[src/rtl/cic_interp.sv]
// Cascaded integrator-comb interpolator. Low-rate samples enter through a
// ready/valid handshake, pass N comb stages at the input rate, get
// zero-stuffed by the programmable ratio R and then run through N
// integrators at the output rate. Arithmetic is W-bit modulo; the wrap in
// the integrators is cancelled exactly by the combs.
module cic_interp #(
  parameter int DATAIN_WIDTH  = 16,
  parameter int DATAOUT_WIDTH = DATAIN_WIDTH,
  parameter int M             = 2,
  parameter int N             = 5,
  parameter int MAXRATE       = 64,
  parameter int RATE_WIDTH    = $clog2(MAXRATE) + 1,
  parameter int BITGROWTH     = N * $clog2(M) + (N - 1) * $clog2(MAXRATE)
) (
  input  logic                     clk_i,
  input  logic                     rst_i,
  input  logic                     en_i,
  input  logic [RATE_WIDTH-1:0]    rate_i,
  input  logic [DATAIN_WIDTH-1:0]  data_i,
  input  logic                     val_i,
  output logic                     rdy_o,
  output logic [DATAOUT_WIDTH-1:0] data_o,
  output logic                     val_o,
  output logic                     underrun_o
);

  localparam int W = DATAIN_WIDTH + BITGROWTH;

  logic [RATE_WIDTH-1:0] rate_q;
  logic [RATE_WIDTH-1:0] rate_clamped;
  logic [RATE_WIDTH-1:0] cnt;
  logic                  slot;
  logic                  wrap;
  logic [W-1:0]          x;
  logic [W-1:0]          dly   [N][M];
  logic [W-1:0]          pipe  [N];
  logic [W-1:0]          comb_in [N];
  logic [W-1:0]          up;
  logic [W-1:0]          integ [N];

  // Ratio clamp: zero means no interpolation, oversized ratios saturate.
  always_comb begin
    rate_clamped = rate_i;
    if (rate_i == '0)
      rate_clamped = RATE_WIDTH'(1);
    else if (rate_i > RATE_WIDTH'(MAXRATE))
      rate_clamped = RATE_WIDTH'(MAXRATE);
  end

  assign slot  = en_i && (cnt == '0);
  assign wrap  = (cnt == rate_q - RATE_WIDTH'(1));
  assign rdy_o = (cnt == '0);

  // Accepted sample, sign-extended; an empty slot injects zero.
  always_comb begin
    x = '0;
    if (val_i)
      x = {{(W - DATAIN_WIDTH){data_i[DATAIN_WIDTH-1]}}, data_i};
  end

  // Input of each comb stage: the new sample for stage 0, else the previous pipe.
  always_comb begin
    for (int i = 0; i < N; i++)
      comb_in[i] = (i == 0) ? x : pipe[(i == 0) ? 0 : i - 1];
  end

  // Phase counter; a new ratio is only picked up when the period wraps.
  always_ff @(posedge clk_i) begin
    if (rst_i) begin
      cnt    <= '0;
      rate_q <= rate_clamped;
    end else if (en_i) begin
      if (wrap) begin
        cnt    <= '0;
        rate_q <= rate_clamped;
      end else begin
        cnt <= cnt + RATE_WIDTH'(1);
      end
    end
  end

  // Comb chain, advanced once per input slot.
  always_ff @(posedge clk_i) begin
    if (rst_i) begin
      for (int i = 0; i < N; i++) begin
        pipe[i] <= '0;
        for (int j = 0; j < M; j++)
          dly[i][j] <= '0;
      end
    end else if (slot) begin
      for (int i = 0; i < N; i++) begin
        dly[i][0] <= comb_in[i];
        for (int j = 1; j < M; j++)
          dly[i][j] <= dly[i][j-1];
        pipe[i] <= comb_in[i] - dly[i][M-1];
      end
    end
  end

  // Zero-stuffing upsampler followed by the integrator cascade.
  always_ff @(posedge clk_i) begin
    if (rst_i) begin
      up <= '0;
      for (int i = 0; i < N; i++)
        integ[i] <= '0;
    end else if (en_i) begin
      up       <= slot ? pipe[N-1] : '0;
      integ[0] <= integ[0] + up;
      for (int i = 1; i < N; i++)
        integ[i] <= integ[i] + integ[i-1];
    end
  end

  // Output strobe and underrun pulse, both one cycle after the edge they describe.
  always_ff @(posedge clk_i) begin
    if (rst_i) begin
      val_o      <= 1'b0;
      underrun_o <= 1'b0;
    end else begin
      val_o      <= en_i;
      underrun_o <= slot && !val_i;
    end
  end

  assign data_o = integ[N-1][W-1 -: DATAOUT_WIDTH];

endmodule

[config.mk]
export PLATFORM = sky130hd
export DESIGN_NAME = cic_interp
export DESIGN_NICKNAME = d
export VERILOG_FILES = /design/src/rtl/cic_interp.sv
export SDC_FILE = /design/constraint.sdc
export NUM_CORES = 2
export LEC_CHECK = 0
export ABC_CLOCK_PERIOD_IN_PS = 16100
export CAP_MARGIN = 20
export CORE_MARGIN = 2
export CORE_UTILIZATION = 28
export DETAILED_ROUTE_END_ITERATION = 8
export HOLD_SLACK_MARGIN = 0.08
export PLACE_DENSITY = 0.5
export SLEW_MARGIN = 10
export SYNTH_ARGS = -nofsm -noshare
export SYNTH_HDL_FRONTEND = slang
export SYNTH_SLANG_ARGS = --single-unit
export TNS_END_PERCENT = 30
[constraint.sdc]
create_clock -name clk_i -period 16.1 [get_ports clk_i]
set_input_delay 2.415 -clock clk_i [delete_from_list [all_inputs] [get_ports clk_i]]
set_output_delay 2.415 -clock clk_i [all_outputs]
set_load 0.02 [all_outputs]
=== Word-level counts from Yosys, hierarchy flattened ===
Memory sizes are Yosys's and may differ from the RTL's.
Cells that the tools add are included.

* Memories kept: 3
* Memory bits (read-only): 0
* Output and inout port bits: 19
* Input bits: 27
* Word-level logic and storage cells: 86
* Register bits after elaboration: 61
* RAM bits: 900
* Bits in latches: 0

{| class="wikitable"
|+ Memory list
! name !! words !! bits a word !! read ports !! clocked after memory_dff !! wr ports !! line !! text
|-
| dly || 5 || 90 || 5 || 0 || 5 || 35 || <nowiki>logic [W-1:0] dly [N][M];</nowiki>
|-
| integ || 5 || 45 || 5 || 0 || 5 || 39 || <nowiki>logic [W-1:0] integ [N];</nowiki>
|-
| pipe || 5 || 45 || 5 || 0 || 5 || 36 || <nowiki>logic [W-1:0] pipe [N];</nowiki>
|}

* $add $sub $neg: 12
* Divide/modulo/power cells: 0
* Shift operators: 0
* $lt $le $gt $ge: 1
* $mul: 0
* Bitwise logic cells: 20
* Multiplexer cells: 36
* Reductions and logical operators: 8
* Eq/ne operators: 1

{| class="wikitable"
|+ Operator list
! cell !! number
|-
| 45-bit 2-to-1 mux || 22
|-
| 45-bit adder || 5
|-
| 45-bit subtractor || 5
|-
| 7-bit 2-to-1 mux || 6
|-
| 1-bit OR || 20
|-
| 7-bit logical NOT || 2
|-
| 1-bit 2-to-1 mux || 8
|-
| 7-bit by 1-bit adder with 7-bit output, second input constant || 1
|-
| 7-bit == test || 1
|-
| 7-bit > comparator, second input constant || 1
|-
| 7-bit by 1-bit subtractor with 7-bit output, second input constant || 1
|-
| 2-bit nonzero test || 2
|-
| 1-bit logical AND || 2
|-
| 2-bit AND reduction || 1
|-
| 1-bit logical NOT || 1
|}

=== Depth between registers and ports, before layout ===
* Depth in word-level cells: 6
* Depth in mapped cells: 18
* Depth with buffers taken out: 17

=== Worst setup path before layout ===
Ideal clock, no wire load.

* Kind: input -> register
* From: input port rst_i
* To: memory dly[0][0] in the netlist's numbering, enable pin
* Setup time: 991 ps
* Arrival time: 14,712 ps
* Required time: 15,109 ps
* Path buffers: 0
* Setup slack: 397 ps
* Cell stages on the path: 1
* Cell sequence: a21o_1

{| class="wikitable"
|+ RTL lines
! item !! line !! text
|-
| start: declaration || 16 || <nowiki>input logic rst_i,</nowiki>
|-
| end: declaration || 35 ||
|}

==> out/results.tsv <==
stage	metric	value	unit
yosys	mux share of post-synthesis cell area	0.0003739	
sta	RSZ-0062 raised after global routing	false	
floorplan	Core Footprint	190200	um2
floorplan	DIE HEIGHT	441.3	um
sta	fmax	0.1707	GHz
yosys	largest family of logic cells by synthesized area	compound AO/OA/AOI/OAI gates	
cells_and_area	layout cells sized above 1	0.03943	
clock_tree	Worst-Skew Late Latency	720	ps
yosys	Post-synth EDFFs	849	
setup_path	Max stage delay on crit path	800	ps
clock_tree	level count of the clock H-tree	3	
setup_path	Reg-to-Reg End	dly[0][335]	
yosys	Async S/R FF share, synth	0	
yosys	library cells used by synthesis	79	
min_path	Worst Hold Launch	pipe[0][201]	
setup_path	Data arrival, critical path	6200	ps
pwr	Max VDD drop	0.08419	mV
yosys	mapped cell area	53550	um2
setup_path	CP Buf/Inv Count	4	
placed_design	Cells after DPL	7445	
yosys	Ys Warns	0	
sta	Slew Limit Fails	0	
setup_path	worst reg2reg setup slack	10690	ps
clock_tree	Root Buffer	clkbuf_16	
clock_tree	CTS Buf Count	104	
yosys	post-synthesis sequential area ratio	0.4963	
cells_and_area	P&R area growth vs syn	12.02	%
min_path	cell count of the worst hold path	1	
placed_design	routability cong.	0.8445	
pwr	leakage	24.86	nW
setup_path	Req. time, crit path	16440	ps
clock_tree	CTS Hold Bufs	0	
sta	slew margin rel.	0.3495	
setup_path	crit start category	primary input	
cells_and_area	NumNets Final	5496	
routing	DRT iter0 DRCs	1770	
yosys	main flop type after synthesis	edfxtp_1	
setup_path	Worst Setup End Kind	register	
global_routing	largest net degree at the start of global routing	269	
placed_design	DP Area	56560	um2
clock_tree	CTS resizes	0	
clock_tree	worst-case clock buffer depth	3	
yosys	Syn Area/Cell	10.54	um2
routing	Vias/cell	4.533	
setup_path	Crit path top cell by count	buf_12	
setup_path	CP max FO	175	
routing	Initial DRT Pass Iterations	7	
sta	Finish-stage setup viols	0	
routing	Residual DRC	0	
yosys	Synth Area in XOR/XNOR	0.06216	
sta	final hold violations	0	
sta	Hold Slack	445.5	ps
pwr	combinational share of power	0.255	
setup_path	RR Startpoint	cnt[0]	
cells_and_area	fin area	59980	um2
run	max-capacitance violation count	0	
cells_and_area	fin cells	7635	
sta	clock skew	39.65	ps
clock_tree	clk slew on worst S/H paths	60	ps
pwr	PD cells	120.2	nW/um2
pwr	sequential cell fraction of total power	0.417	
routing	WL/cell	13.13	um
global_routing	vias in the first global route	33850	
setup_path	reg2reg path depth	8	
pwr	Cell Int Power	0.005037	W
min_path	Min-Delay Path Class	register to register	
sta	post-route minimum period	5859	ps
sta	Slew @ Worst Pin	975.8	ps
floorplan	Die ar.	194800	um2
sta	post-route setup TNS	0	ps
setup_path	Critical Path, Cell by Cell	clkdlybuf4s50_1 -> a21o_4 -> buf_12 -> buf_12 -> buf_4	
floorplan	die width	441.3	um
min_path	Hold EP	up[21]	
yosys	area share of fa/ha/maj cells after synthesis	0.1019	
run_status	status	finished, final reports clean	
floorplan	Boundary Pins	46	
yosys	count of state elements after synthesis	903	
yosys	Synth Instances	5078	
pwr	Clk pwr share	0.328	
global_routing	initial antenna violation count	0	
routing	Post-DRT Antenna Nets	0	
clock_tree	# Post-CTS Setup Buffers	0	
yosys	Post-Synth Simple-Gate Area	0.1512	
global_routing	first-pass GRT wire length	167100	um
floorplan	Initial Utilization	0.2816	
routing	DRT Wirelength	100200	um
setup_path	Setup CP Type	primary input to register	
clock_tree	CTS sink cnt	903	
setup_path	Slowest-stage cell, CP	buf_4	
clock_tree	TritonCTS clock tree	done	
routing	Via Count	34610	
sta	final cycle utilization of the critical path	0.3639	
placed_design	port bufs	45	
floorplan	row cnt	160	
setup_path	Top Family by Delay on Critical Path	buffers and inverters	
yosys	Mapped Nets	5534	
yosys	Synth Area in Compound Gates	0.1534	
pwr	Net Sw Frac	0.3016	
global_routing	total track usage	0.1023	
placed_design	Detail Placement HPWL	68240	um
setup_path	Setup crit start	en_i	
global_routing	grt ovf	0	
pwr	Psw	0.002175	W
[worst reg2reg max path, delay by kind of cell, from the launching register on]
family                     cells  cell delay [ps]
AOI/OAI and AO/OA              1              630
DFF                            1              370
adders and majority gates      1              130
buffers and inverters          4             2520
and+or+nand+nor                2             1340
[worst max-delay path by stage]
stage	to	slack, ps	cells after the start
global route	pipe[0][41]	9890	16
detailed placement	dly[0][298]	9410	5
floorplan	dly[0][0]	400	1
finish	dly[0][335]	10240	5
global placement	pipe[0][16]	9440	18
CTS	rdy_o	10130	5
[through the flow]
step	setup slack, ps	total power, W	utilization
after floorplan	397.2	0.004563	-
after global placement	9440	0.004882	0.2972
after detailed placement	9410	0.004892	0.2974
after CTS	10130	0.007321	0.3154
after global routing	9890	0.007676	0.3154
final	10240	0.007212	0.3154
[logic make-up (layout without fill, tap and decap cells)]
family                     count (synthesis)  after routing
AOI/OAI and AO/OA                       1262           1262
xor gates and xnor gates                 380            380
adders and majority gates                429            429
buffers and inverters                    476            521
DFF                                      903            903
muxes                                      2              2
other                                      0              1
and+or+nand+nor                         1626           1626
[placed cells by master, fill, tap and decap left out, types with 25 or more instances in the layout]
cell,netlist,layout
nand3_1,78,78
clkbuf_16,0,106
o21a_1,59,59
and2_1,423,423
ha_1,417,417
inv_1,271,270
nand4_1,68,68
nor2b_1,55,55
a31oi_1,47,47
o21bai_1,48,48
a22o_1,45,45
xnor2_1,202,202
a21o_1,280,279
clkbuf_1,180,27
a21oi_1,389,389
a211oi_1,34,34
nand2_1,229,228
edfxtp_1,849,849
xor2_1,178,178
dfxtp_1,54,54
o21ai_0,198,198
clkdlybuf4s50_1,0,45
nor2_1,561,560
and3_1,25,25
nor3_1,68,68
nand2b_1,48,47
[layer usage]
| layer | up-vias | part of all wire | wire length, um | track usage |
|---|---|---|---|---|
| met5 | - | 0 | 0 | 0 |
| met4 | 0 | 0.028 | 2786 | 0.03154 |
| met3 | 176 | 0.029 | 2930 | 0.01842 |
| met2 | 378 | 0.46 | 46250 | 0.1714 |
| met1 | 15780 | 0.48 | 48270 | 0.1336 |
| li1 | 18280 | - | - | - |
[state kept, by name, summed over array words and instances, names as in the netlist]
register / flops
cnt: 7
dly: 392
integ: 225
pipe: 225
rate_q: 7
underrun_o: 1
up: 45
val_o: 1
[power by group through the flow]
stage          clock network, W  registers [W]  logic, W
6_report                0.00237        0.00300   0.00184
5_1_grt                 0.00256        0.00304   0.00208
4_1_cts                 0.00247        0.00301   0.00185
3_5_place_dp                  0        0.00306   0.00184
3_3_place_gp                  0        0.00305   0.00183
2_1_floorplan                 0        0.00307   0.00150
[synth_stat cells (34+ instances only)]
cell type / count / area share
nand4_1: 68 / 0.0079
nand2_1: 229 / 0.016
a22o_1: 45 / 0.0074
a21oi_1: 389 / 0.036
xnor2_1: 202 / 0.033
clkbuf_1: 180 / 0.013
o21a_1: 59 / 0.0083
xor2_1: 178 / 0.029
inv_1: 271 / 0.019
o21bai_1: 48 / 0.0067
ha_1: 417 / 0.097
o21ai_0: 198 / 0.019
a21o_1: 280 / 0.039
edfxtp_1: 849 / 0.48
a211oi_1: 34 / 0.0048
nor3_1: 68 / 0.0064
nand3_1: 78 / 0.0073
nand2b_1: 48 / 0.0056
a31oi_1: 47 / 0.0055
dfxtp_1: 54 / 0.020
nor2b_1: 55 / 0.0064
and2_1: 423 / 0.049
nor2_1: 561 / 0.039
[cell type report]
type	instances	area, um2
Antenna cell	1	2.502
Clock buffer	140	2850
Clock inverter	49	570.5
Fill cell	19260	130200
Inverter	271	1025
Multi-Input combinational cell	3699	25150
Sequential cell	903	26580
Tap cell	2511	3142
Timing Repair Buffer	61	665.6
Note: power is estimated with default switching activity, not from simulation.
